$ cat config.mk
export PLATFORM = sky130hd
export DESIGN_NAME = key_debounce_bank
export DESIGN_NICKNAME = d
export VERILOG_FILES = /design/src/rtl/key_db_pkg.sv /design/src/rtl/key_debounce_cell.sv /design/src/rtl/key_debounce_bank.sv
export SDC_FILE = /design/constraint.sdc
export NUM_CORES = 1
export LEC_CHECK = 0
export BUFFER_PORTS_ARGS = -buffer_cell sky130_fd_sc_hd__buf_2
export CAP_MARGIN = 15
export CORE_MARGIN = 2
export CORE_UTILIZATION = 44
export DETAILED_ROUTE_END_ITERATION = 16
export GPL_ROUTABILITY_DRIVEN = 0
export PLACE_DENSITY_LB_ADDON = 0.2
export SYNTH_ARGS = -nofsm -noshare
export SYNTH_HDL_FRONTEND = slang
export SYNTH_HIERARCHICAL = 1
export SYNTH_SLANG_ARGS = --single-unit
export TNS_END_PERCENT = 1
$ cat constraint.sdc
create_clock -name clk_50M -period 3 [get_ports clk_50M]
set_clock_uncertainty 0.1 [all_clocks]
set_input_delay 0.3 -clock clk_50M [delete_from_list [all_inputs] [get_ports clk_50M]]
set_output_delay 0.3 -clock clk_50M [all_outputs]
set_load 0.02 [all_outputs]
$ cat src/rtl/key_db_pkg.sv
// Shared types and sizing helpers for the key debounce bank.
package key_db_pkg;

  typedef enum logic [1:0] {
    IDLE,
    PRESS_DB,
    HELD,
    RELEASE_DB
  } key_state_t;

  localparam int unsigned DEF_N_KEYS        = 6;
  localparam int unsigned DEF_DB_CYCLES     = 1_000_000;
  localparam int unsigned DEF_LONG_CYCLES   = 50_000_000;
  localparam int unsigned DEF_REPEAT_CYCLES = 10_000_000;

  // Counter is shared by all phases, so it is sized for the longest terminal count.
  function automatic int unsigned cnt_width(input int unsigned long_c,
                                            input int unsigned db_c,
                                            input int unsigned rep_c);
    int unsigned m;
    m = long_c;
    if (db_c > m) m = db_c;
    if (rep_c > m) m = rep_c;
    return (m < 2) ? 1 : $clog2(m);
  endfunction

endpackage

$ cat src/rtl/key_debounce_cell.sv
// One key: 2-FF synchroniser, debounce FSM and shared phase counter.
module key_debounce_cell
  import key_db_pkg::*;
#(
  parameter int unsigned DB_CYCLES     = DEF_DB_CYCLES,
  parameter int unsigned LONG_CYCLES   = DEF_LONG_CYCLES,
  parameter int unsigned REPEAT_CYCLES = DEF_REPEAT_CYCLES
) (
  input  logic clk_50M,
  input  logic rst,
  input  logic key_n,
  output logic level,
  output logic press_pulse,
  output logic release_pulse,
  output logic long_pulse,
  output logic repeat_pulse
);

  localparam int unsigned CW = cnt_width(LONG_CYCLES, DB_CYCLES, REPEAT_CYCLES);
  localparam logic [CW-1:0] DB_LAST     = CW'(DB_CYCLES - 1);
  localparam logic [CW-1:0] LONG_LAST   = CW'(LONG_CYCLES - 1);
  localparam logic [CW-1:0] REPEAT_LAST = CW'(REPEAT_CYCLES - 1);

  logic          sync1_q, sync1_d;
  logic          sync2_q, sync2_d;
  key_state_t    state_q, state_d;
  logic [CW-1:0] cnt_q, cnt_d;
  logic          long_done_q, long_done_d;
  logic          level_q, level_d;
  logic          press_q, press_d;
  logic          release_q, release_d;
  logic          long_q, long_d;
  logic          repeat_q, repeat_d;
  logic          s;

  assign s = sync2_q;

  always_ff @(posedge clk_50M) begin
    if (rst) begin
      sync1_q     <= 1'b1;
      sync2_q     <= 1'b1;
      state_q     <= IDLE;
      cnt_q       <= '0;
      long_done_q <= 1'b0;
      level_q     <= 1'b0;
      press_q     <= 1'b0;
      release_q   <= 1'b0;
      long_q      <= 1'b0;
      repeat_q    <= 1'b0;
    end else begin
      sync1_q     <= sync1_d;
      sync2_q     <= sync2_d;
      state_q     <= state_d;
      cnt_q       <= cnt_d;
      long_done_q <= long_done_d;
      level_q     <= level_d;
      press_q     <= press_d;
      release_q   <= release_d;
      long_q      <= long_d;
      repeat_q    <= repeat_d;
    end
  end

  always_comb begin
    sync1_d     = key_n;
    sync2_d     = sync1_q;
    state_d     = state_q;
    cnt_d       = cnt_q;
    long_done_d = long_done_q;
    level_d     = level_q;
    press_d     = 1'b0;
    release_d   = 1'b0;
    long_d      = 1'b0;
    repeat_d    = 1'b0;

    unique case (state_q)
      IDLE: begin
        if (!s) begin
          state_d = PRESS_DB;
          cnt_d   = '0;
        end
      end
      PRESS_DB: begin
        if (s) begin
          state_d = IDLE;
          cnt_d   = '0;
        end else if (cnt_q == DB_LAST) begin
          state_d = HELD;
          cnt_d   = '0;
          level_d = 1'b1;
          press_d = 1'b1;
        end else begin
          cnt_d = cnt_q + 1'b1;
        end
      end
      HELD: begin
        if (s) begin
          state_d = RELEASE_DB;
          cnt_d   = '0;
        end else if (!long_done_q) begin
          if (cnt_q == LONG_LAST) begin
            long_d      = 1'b1;
            long_done_d = 1'b1;
            cnt_d       = '0;
          end else begin
            cnt_d = cnt_q + 1'b1;
          end
        end else begin
          if (cnt_q == REPEAT_LAST) begin
            repeat_d = 1'b1;
            cnt_d    = '0;
          end else begin
            cnt_d = cnt_q + 1'b1;
          end
        end
      end
      RELEASE_DB: begin
        // A bounce back to pressed keeps long_done; hold/repeat timing restarts.
        if (!s) begin
          state_d = HELD;
          cnt_d   = '0;
        end else if (cnt_q == DB_LAST) begin
          state_d     = IDLE;
          cnt_d       = '0;
          level_d     = 1'b0;
          release_d   = 1'b1;
          long_done_d = 1'b0;
        end else begin
          cnt_d = cnt_q + 1'b1;
        end
      end
      default: begin
        state_d = IDLE;
        cnt_d   = '0;
      end
    endcase
  end

  assign level         = level_q;
  assign press_pulse   = press_q;
  assign release_pulse = release_q;
  assign long_pulse    = long_q;
  assign repeat_pulse  = repeat_q;

endmodule

$ cat src/rtl/key_debounce_bank.sv
// Bank of independent key debounce cells feeding the timer core.
module key_debounce_bank
  import key_db_pkg::*;
#(
  parameter int unsigned N_KEYS        = DEF_N_KEYS,
  parameter int unsigned DB_CYCLES     = DEF_DB_CYCLES,
  parameter int unsigned LONG_CYCLES   = DEF_LONG_CYCLES,
  parameter int unsigned REPEAT_CYCLES = DEF_REPEAT_CYCLES
) (
  input  logic              clk_50M,
  input  logic              rst,
  input  logic [N_KEYS-1:0] key_n,
  output logic [N_KEYS-1:0] level,
  output logic [N_KEYS-1:0] press_pulse,
  output logic [N_KEYS-1:0] release_pulse,
  output logic [N_KEYS-1:0] long_pulse,
  output logic [N_KEYS-1:0] repeat_pulse,
  output logic              any_level
);

  for (genvar i = 0; i < N_KEYS; i++) begin : g_key
    key_debounce_cell #(
      .DB_CYCLES     (DB_CYCLES),
      .LONG_CYCLES   (LONG_CYCLES),
      .REPEAT_CYCLES (REPEAT_CYCLES)
    ) u_cell (
      .clk_50M       (clk_50M),
      .rst           (rst),
      .key_n         (key_n[i]),
      .level         (level[i]),
      .press_pulse   (press_pulse[i]),
      .release_pulse (release_pulse[i]),
      .long_pulse    (long_pulse[i]),
      .repeat_pulse  (repeat_pulse[i])
    );
  end

  assign any_level = |level;

endmodule

# Yosys cells after proc, flatten, opt, wreduce, memory -nomap -nowiden
# Cells that the tools add are included.
[word_totals] output_inout_bits=31 reg_bits=216 input_bits=8 word_cells=409
[classes] add_sub_neg=6 n_eq_ne=90 mux=162 reduce_logical=61 bitwise=30
[ops] cell="$mux 26" n=48
[ops] cell="$pmux 26 s4" n=6
[ops] cell="$add 26x1->26 const B" n=6
[ops] cell="$eq 26x20->1 const B" n=6
[ops] cell="$eq 26x24->1 const B" n=6
[ops] cell="$eq 26x26->1 const B" n=6
[ops] cell="$mux 2" n=36
[ops] cell="$mux 1" n=54
[ops] cell="$ne 2x1->1 const B" n=24
[ops] cell="$pmux 2 s4" n=6
[ops] cell="$reduce_and 4->1" n=12
[ops] cell="$reduce_or 4->1" n=12
[ops] cell="$ne 2x2->1 const B" n=18
[ops] cell="$reduce_or 3->1" n=12
[ops] cell="$not 1->1" n=30
[ops] cell="$reduce_and 5->1" n=6
[ops] cell="$eq 2x2->1 const B" n=12
[ops] cell="$pmux 1 s2" n=12
[ops] cell="$reduce_bool 2->1" n=12
[ops] cell="$ne 3x1->1 const B" n=6
[ops] cell="$ne 3x3->1 const B" n=6
[ops] cell="$eq 2x1->1 const B" n=6
[ops] cell="$logic_not 2->1" n=6
[ops] cell="$reduce_or 6->1" n=1

# Logic depth before layout (Yosys ltp)
# Gate-level depths: netlist of the first run.
[depth] ltp_word=5 depth_mapped=9 ltp_nobuf=7

# Cells and area by module
# The synthesis of the first run kept the hierarchy.
[modules_own_cells] mod="key_debounce_cell (g_key[0].u_cell ...)" area_each_um2=1989.4 seq_area_each_um2=720.7 cells_per_inst=251 n_inst=3
[modules_own_cells] mod="key_debounce_cell (g_key[3].u_cell ...)" area_each_um2=1950.6 seq_area_each_um2=720.7 cells_per_inst=257 n_inst=2
[modules_own_cells] mod="key_debounce_cell (g_key[5].u_cell)" area_each_um2=2232.1 seq_area_each_um2=720.7 cells_per_inst=263 n_inst=1
[modules_own_cells] mod="key_debounce_bank" area_each_um2=13.8 seq_area_each_um2=0.0 cells_per_inst=3 n_inst=1

# Least setup slack after synthesis of the first run
# OpenSTA, ideal clock, no wires.
[synth_timing] kind="register to register" start="register g_key[3].u_cell.cnt_q[0]" end="register g_key[3].u_cell.cnt_q[18]" setup_time_ps=74 slack_ps=382 t_required_ps=2826 period_less_slack_ps=2618 path_stages_with_launch=8 t_arrival_ps=2444 n_path_buf=0 path_cell_list="dfxtp_1 > ha_1 > nand3_2 > or4_4 > or3_4 > or3_1 > or3b_1 > a31oi_1"
[synth_via] elab_chain_cells=5 word_cells_on_any_way=12 cone_classes="add/sub: 1; eq/ne: 3; mux: 8"
[synth_rtl] item="start: declaration" line_no="key_debounce_cell.sv:27" source="logic [CW-1:0] cnt_q, cnt_d;"
[synth_rtl] item="start signal: assignment" line_no="key_debounce_cell.sv:54" source="cnt_q <= cnt_d;"
[synth_rtl] item="$add 26x1->26 (tied with other cells)"
[synth_rtl] item="$mux 26, on equally long branches" line_no="key_debounce_cell.sv:101, key_debounce_cell.sv:109"
[synth_rtl] item="$mux 26" line_no="key_debounce_cell.sv:100" source="end else if (!long_done_q) begin"
[synth_rtl] item="$mux 26" line_no="key_debounce_cell.sv:97" source="if (s) begin"
[synth_rtl] item="$pmux 26 s4 (*)" line_no="key_debounce_cell.sv:76" source="unique case (state_q)"
# Every way passes the cells marked *; elsewhere a longest branch is shown, timed or not.
# A chain may end at the register's enable or synchronous reset.

# Worst setup path after layout of the first run
[layout_timing] start="register g_key[4].u_cell.cnt_q[0]" end="register g_key[4].u_cell.cnt_q[18]"
[layout_via] elab_chain_cells=5 word_cells_on_any_way=12 cone_classes="add/sub: 1; eq/ne: 3; mux: 8"
[layout_rtl] item="start: declaration" line_no="key_debounce_cell.sv:27"
[layout_rtl] item="start signal: assignment" line_no="key_debounce_cell.sv:54"
[layout_rtl] item="$add 26x1->26 (tied with other cells)"
[layout_rtl] item="$mux 26, on equally long branches" line_no="key_debounce_cell.sv:101, key_debounce_cell.sv:109"
[layout_rtl] item="$mux 26" line_no="key_debounce_cell.sv:100"
[layout_rtl] item="$mux 26" line_no="key_debounce_cell.sv:97"
[layout_rtl] item="$pmux 26 s4 (*)" line_no="key_debounce_cell.sv:76"
# Marks and branches as above.

==> results of run 1 <==
-- layer usage --
layer / up-vias / GRT usage (%) / wire length, µm
li1: 5728 / - / -
met1: 5533 / 30.7 / 15400
met2: 325 / 33.7 / 13800
met3: 59 / 3.23 / 1970
met4: 0 / 5.83 / 622
met5: - / 0 / 0
-- critical path, delay by kind of cell, from the launching register on --
family,cells,cell delay [ps]
flip-flops,1,370
adder cells (fa/ha/maj),1,210
AO/OA/AOI/OAI,1,160
AND/OR/NAND/NOR,5,1860
-- cell usage after synthesis (21+ instances only) --
cell type    n  area [µm²]
a211oi_1    30         225
a21oi_1     81         405
a31oi_1     48         300
and3_1      22         138
buf_2       23         115
clkbuf_1    57         214
dfxtp_1    216        4320
inv_1       39         146
nand2_1    221         830
nand3_1     90         450
nand4_1     55         344
nor2_1     101         379
nor3_1      54         270
nor4_1      50         313
o21ai_0     49         245
or2_2       21         131
xnor2_1     24         210
-- power groups by stage --
stage	registers (W)	clock network (W)	logic, W
after floorplan	0.00298	0	0.000135
after global placement	0.00298	0	0.000217
after detailed placement	0.00298	0	0.000219
after CTS	0.00291	0.00330	0.000226
after global routing	0.00291	0.00341	0.000248
final	0.00291	0.00321	0.000228
-- cell families (layout without fill, tap and decap cells) --
family | Yosys count | count (layout) | synth area share (%)
xor+xnor | 32 | 32 | 2.31
flops | 216 | 216 | 35.7
mux | 15 | 15 | 1.24
compound gates | 329 | 329 | 18.7
buf+inv | 138 | 178 | 5.58
fa+ha+maj | 6 | 6 | 0.620
simple gates | 797 | 797 | 35.8
-- layout make-up --
cell class	count	area, µm²
inverters	39	146
flip-flops and latches	216	4320
clock inverters	6	58.8
clock buffers	42	832
multi-input cells	1179	7130
well taps	341	427
fillers	2579	13500
repair buffers	91	622
-- placed cells by master (no fill, tap or decap), types with 24 or more instances in the layout --
cell type / Yosys / routed
a211oi_1: 30 / 30
nand2_1: 221 / 221
nor2_1: 101 / 101
a21oi_1: 81 / 81
clkbuf_16: 0 / 27
nand3_1: 90 / 90
inv_1: 39 / 39
dfxtp_1: 216 / 216
xnor2_1: 24 / 24
nand4_1: 55 / 55
o21ai_0: 49 / 49
a31oi_1: 48 / 48
nor3_1: 54 / 52
buf_4: 3 / 46
buf_2: 23 / 37
nor4_1: 50 / 50
-- registers in the layout (all words and copies together), names as in the netlist, named ones only --
register / flops
g_key.u_cell/cnt_q: 156
g_key.u_cell/level: 6
g_key.u_cell/long_done_q: 6
g_key.u_cell/repeat_pulse: 6
g_key.u_cell/s: 6
g_key.u_cell/long_pulse: 6
g_key.u_cell/release_pulse: 6
g_key.u_cell/state_q: 6
g_key.u_cell/sync1_q: 6
g_key.u_cell/press_pulse: 6
-- worst paths after layout --
path         depth (start not counted)                   endpoint                startpoint
max                                  7  g_key[4].u_cell/cnt_q[18]  g_key[4].u_cell/cnt_q[0]
min                                  2  g_key[4].u_cell/cnt_q[15]                       rst
max reg2reg                          7  g_key[4].u_cell/cnt_q[18]  g_key[4].u_cell/cnt_q[0]
min reg2reg                          1          g_key[0].u_cell/s   g_key[0].u_cell/sync1_q
-- repair_timing --
item                                    4_1_cts  5_1_grt
endpoints found under the setup margin        0        0
hold endpoints to repair                      6        0
gates resized for setup                       0        0
hold buffers                                  6        0
-- stage by stage --
stage	hold WS [ps]	cell area, µm²	total power (W)
finish	104	13500	0.00636
floorplan	289	12100	0.00311
CTS	98.5	13500	0.00644
global route	134	13500	0.00657
detailed placement	293	12600	0.00319
global placement	292	12600	0.00319
==> key figures, run 1 <==
Logic synthesis
  • Synthesized cell area: about 12,000 µm²
  • Syn Inst Count: around 1,500
  • Register area share after synthesis: 35.7%
  • Post-synth EDFFs: 0
  • Synthesized net count: between 1,500 and 2,000
  • Syn_area_per_cell: approximately 8 µm²
  • Post-synthesis cell type count: 82
  • Yosys warning count: 6
  • Synth Register Bits: ~220
  • Ys async rst share: 0%
  • Primary FF master, synth: dfxtp_1

Clock network
  • CTS Buffer Depth: 3
  • CTS Buf Count: 27
  • Setup bufs post-CTS: 0
  • H-tree levels: 1
  • Skew-Pair Late Insertion Delay: roughly 530 ps
  • CTS Sinks: 216
  • CTS tree: yes
  • Clock transition at the registers of the reported paths: approximately 60 ps
  • Clk root buf: clkbuf_16

Power and ir drop
  • Seq pwr share: a little under half
  • Clock network power share: between 50% and 60%
  • Worst VDD drop: about 0.37 mV
  • LEAKAGE: between 4 and 5 nW
  • Sw frac: 22.4%
  • Internal power: about 0.005 W
  • Pwr dens: 469 nW/µm²
  • Comb pwr share: ~3.6%
  • Switching pwr: approximately 0.0014 W

Global routing
  • Overflow after GRT: 0
  • Vias in the first global route: 10,400
  • Largest net degree at the start of global routing: 41
  • First-pass GRT wire length: ~52,000 µm
  • Antenna violations before repair: 0
  • GRT Util Overall: 21.5%

Critical path
  • Worst-path maximum fanout: 6
  • Worst path max stage delay: about 590 ps
  • R2R setup slack: ~220 ps
  • CP endpoint kind: register
  • CP required: approximately 3400 ps
  • Arr. time, crit path: approximately 3100 ps
  • Slowest CP cell: or4_4
  • Startpoint types: register
  • CP cell instances: ha_1 > nand3_2 > or4_4 > or3_4 > or3_1 > or3b_1 > a31oi_1
  • Critical path class: reg -> reg

Flow run
  • Max Cap Viol: 0

Route
  • Drt total wl: roughly 32,000 µm
  • Drt wl/cell: between 15 and 20 µm
  • Via-to-Cell Ratio: slightly above 6
  • Post-route ant nets: 0
  • DR vias: 11,600
  • DR iter-0 viols: approximately 1,000
  • Residual DRC: 0
  • Drt pass-1 iters: 5

Timing
  • RSZ-0062 raised after global routing: no
  • Maximum clock rate: ~360 MHz
  • Slew at the pin closest to its max-slew limit: 985 ps
  • Setup violators final: 0
  • Final max-slew violation count: 0
  • Final setup margin: about 220 ps
  • Relative slew slack: between 30% and 40%
  • Tcrit/Tclk final: slightly above 90%
  • Fin Setup TNS: 0 ps
  • Fin. Hold Viols: 0
  • Post-layout min period: about 2800 ps

Floorplanning
  • Die Wd: 170 µm
  • Starting Density: between 40% and 50%
  • Die area: 28,900 µm²
  • Core Area: 27,000 µm²
  • Num rows: 60
  • I/O pin count: 39
  • Die Y: ~170 µm

Outcome
  • Status: completed

Placed design
  • Pre-CTS setup slack: about 220 ps
  • Placed insts: about 1,900
  • DP Wirelength: 22,100 µm
  • I/O Buffers: 38

Final layout
  • Final nets: between 1,500 and 2,000
  • Share of cells above drive strength 1: between 10% and 20%
  • Fin util: roughly 50%
  • Post-Layout Cell Count: around 1,900
  • Ant. Diodes: 0
  • Synth-to-layout area growth: 11.8%

Worst hold path
  • Worst min-delay path class: in -> reg
No activity file was read; power rests on OpenSTA's default activity.
==> run 2: changes to the inputs <==
Settings changed: ABC_CLOCK_PERIOD_IN_PS from default to 3000, SETUP_SLACK_MARGIN from default to 0.5.
==> run 2 against run 1 <==
Global-route usage increased by 0.61 points. Critical path type unchanged. Clock-buffer cell count decreased by 8. First-iteration DRC count rose by 2.2%. Sequential power about the same. Clock power down 9.3%. Utilization is 0.59 points higher. Hold slack worse by 4.2 ps. Sequential share of layout area is 0.22 points lower. Cell count about the same.
==> key figures, run 2 (synthesis results as in run 1) <==
Global routing
  • Largest net degree at the start of global routing: 54 (was 41)
  • Vias in the first global route: 10,600 (was 10,400)
  • Antenna violations before repair: 0 (unchanged)
  • GRT Util Overall: 22.1% (was 21.5%)
  • First-pass GRT wire length: 53,900 µm (was 52,300 µm)
  • Overflow after GRT: 0 (unchanged)

Critical path
  • R2R setup slack: 440 ps (was 220 ps)
  • Worst-path maximum fanout: 11 (was 6)
  • Arr. time, crit path: 2880 ps (was 3140 ps)
  • CP endpoint kind: register (unchanged)
  • Reg-to-reg startpoint: g_key[0].u_cell/cnt_q[8] (was g_key[4].u_cell/cnt_q[0])
  • CP startpoint: g_key[0].u_cell/cnt_q[8] (was g_key[4].u_cell/cnt_q[0])
  • CP endpoint: g_key[0].u_cell/cnt_q[8] (was g_key[4].u_cell/cnt_q[18])
  • Critical path class: reg -> reg (unchanged)
  • Slowest CP cell: or4_4 (unchanged)
  • Delay-heaviest family, CP: simple AND/OR/NAND/NOR gates (unchanged)
  • Startpoint types: register (unchanged)
  • Worst path max stage delay: 570 ps (was 590 ps)
  • Worst R2R End: g_key[0].u_cell/cnt_q[8] (was g_key[4].u_cell/cnt_q[18])
  • CP cell instances: or4_4 > or4_4 > a21boi_4 > buf_4 > o2bb2ai_2 > a22o_1 (was ha_1 > nand3_2 > or4_4 > or3_4 > or3_1 > or3b_1 > a31oi_1)
  • R2R depth: 6 (was 7)
  • CP required: 3310 ps (was 3370 ps)
  • Critical path depth: 6 (was 7)
  • WP buf/inv: 1 (was 0)
  • CP dominant cell by count: or4_4

Timing
  • Fin Setup TNS: 0 ps (unchanged)
  • Fin. Hold Viols: 0 (unchanged)
  • Setup violators final: 0 (unchanged)
  • Tcrit/Tclk final: 85.5% (was 92.6%)
  • Post-layout min period: 2560 ps (was 2780 ps)
  • Maximum clock rate: 390 MHz (was 360 MHz)
  • Relative slew slack: 51.6% (was 34.0%)
  • Final setup margin: 436 ps (was 222 ps)
  • Final max-slew violation count: 0 (unchanged)
  • RSZ-0062 raised after global routing: yes (was no)
  • Slew at the pin closest to its max-slew limit: 719 ps (was 985 ps)

Clock network
  • Clk root buf: clkbuf_16 (unchanged)
  • Skew-Pair Late Insertion Delay: 520 ps (was 530 ps)
  • H-tree levels: 1 (unchanged)
  • CTS Buf Count: 25 (was 27)
  • CTS Buffer Depth: 3 (unchanged)
  • CTS Sinks: 216 (unchanged)
  • CTS tree: yes (unchanged)
  • Clock transition at the registers of the reported paths: 60 ps (about the same)

Route
  • Drt total wl: 32,300 µm (was 31,800 µm)
  • DR vias: 11,700 (was 11,600)
  • DR iter-0 viols: 1,072 (was 1,049)
  • Drt wl/cell: 16.9 µm (was 16.6 µm)
  • Post-route ant nets: 0 (unchanged)
  • Drt pass-1 iters: 8 (was 5)
  • Via-to-Cell Ratio: 6.12 (was 6.08)
  • Residual DRC: 0 (unchanged)

Final layout
  • Fin util: 50.7% (was 50.1%)
  • Commonest non-fill, non-tap cell in the layout: nand2_1 (unchanged)
  • Synth-to-layout area growth: 13.1% (was 11.8%)
  • Ant. Diodes: 0 (unchanged)
  • Max FFs per register: 156 (unchanged)
  • Largest Register: g_key.u_cell/cnt_q (unchanged)
  • Share of cells above drive strength 1: 14.8% (was 12.6%)
  • Post-Layout Cell Count: 1,915 (was 1,914)
  • Final nets: 1,574 (was 1,568)
  • Most frequent cells in the layout: nand2_1 (218), dfxtp_1 (204), nor2_1 (100) (was nand2_1 (221), dfxtp_1 (216), nor2_1 (101))

Floorplanning
  • Die area: 28,900 µm² (unchanged)
  • Die Y: 170 µm (unchanged)
  • Core Area: 27,000 µm² (unchanged)
  • Die Wd: 170 µm (unchanged)
  • Starting Density: 44.8% (unchanged)
  • I/O pin count: 39 (unchanged)
  • Num rows: 60 (unchanged)

Placed design
  • I/O Buffers: 38 (unchanged)
  • Placed insts: 1,852 (was 1,859)
  • DP Wirelength: 22,000 µm (was 22,100 µm)
  • Pre-CTS setup slack: 345 ps (was 217 ps)

Power and ir drop
  • Design Power: 0.00605 W (was 0.00636 W)
  • Worst VDD drop: 0.409 mV (was 0.370 mV)
  • Pwr dens: 442 nW/µm² (was 469 nW/µm²)
  • LEAKAGE: 4.31 nW (was 4.30 nW)

Worst hold path
  • Worst min-delay path class: in -> reg (unchanged)
  • Hold path start: rst (unchanged)

Outcome
  • Status: completed (unchanged)

Flow run
  • Max Cap Viol: 0 (unchanged)
## run 2: worst register-to-register path, stage by stage (launching register included)
cell and delay, ps:
dfxtp_1 360, or4_4 570, or4_4 570, a21boi_4 270, buf_4 160, o2bb2ai_2 160, a22o_1 260
## run 2: worst min path at each step
stage / end / slack (ps) / cells after the start
6_report: g_key[3].u_cell/cnt_q[22] / 100 / 2
5_1_grt: g_key[3].u_cell/cnt_q[22] / 100 / 2
4_1_cts: g_key[4].u_cell/cnt_q[12] / 80 / 2
3_5_place_dp: g_key[0].u_cell/s / 300 / 1
3_3_place_gp: g_key[3].u_cell/s / 290 / 1
2_1_floorplan: g_key[0].u_cell/s / 290 / 1
## run 2: repair_timing
action	in CTS	in global routing
gates cloned	0	1
buffers inserted	9	6
endpoints found under the hold margin	6	0
endpoints found under the setup margin	49	146
hold buffers	6	0
pin swaps	8	6
gates resized for setup	13	28
## run 2: final cells by class
class,count,area (µm²)
clock buffer,34,719
clock inverter,7,60.1
fill,2627,13300
inverter,39,146
multi-input combinational,1180,7320
sequential,216,4340
tap,341,427
timing repair buffer,98,687
## run 2: per-stage QoR
stage | area (µm²) | hold WS (ps)
finish | 13700 | 100
global route | 13700 | 101
CTS | 13500 | 82.9
detailed placement | 12500 | 296
global placement | 12500 | 294
floorplan | 12100 | 289
## run 2: power by group
group          leakage [nW]  internal (W)  switching [W]
logic                  2.17     0.0000701       0.000160
registers              1.75       0.00289      0.0000255
clock network         0.392       0.00174        0.00117
## run 2: metal layers
| metal | vias to the layer above | track usage [%] | routed length (µm) |
|---|---|---|---|
| met5 | - | 0 | 0 |
| met4 | 0 | 5.31 | 482 |
| met2 | 366 | 33.9 | 14000 |
| li1 | 5744 | - | - |
| met3 | 44 | 3.53 | 2040 |
| met1 | 5558 | 32.3 | 15800 |
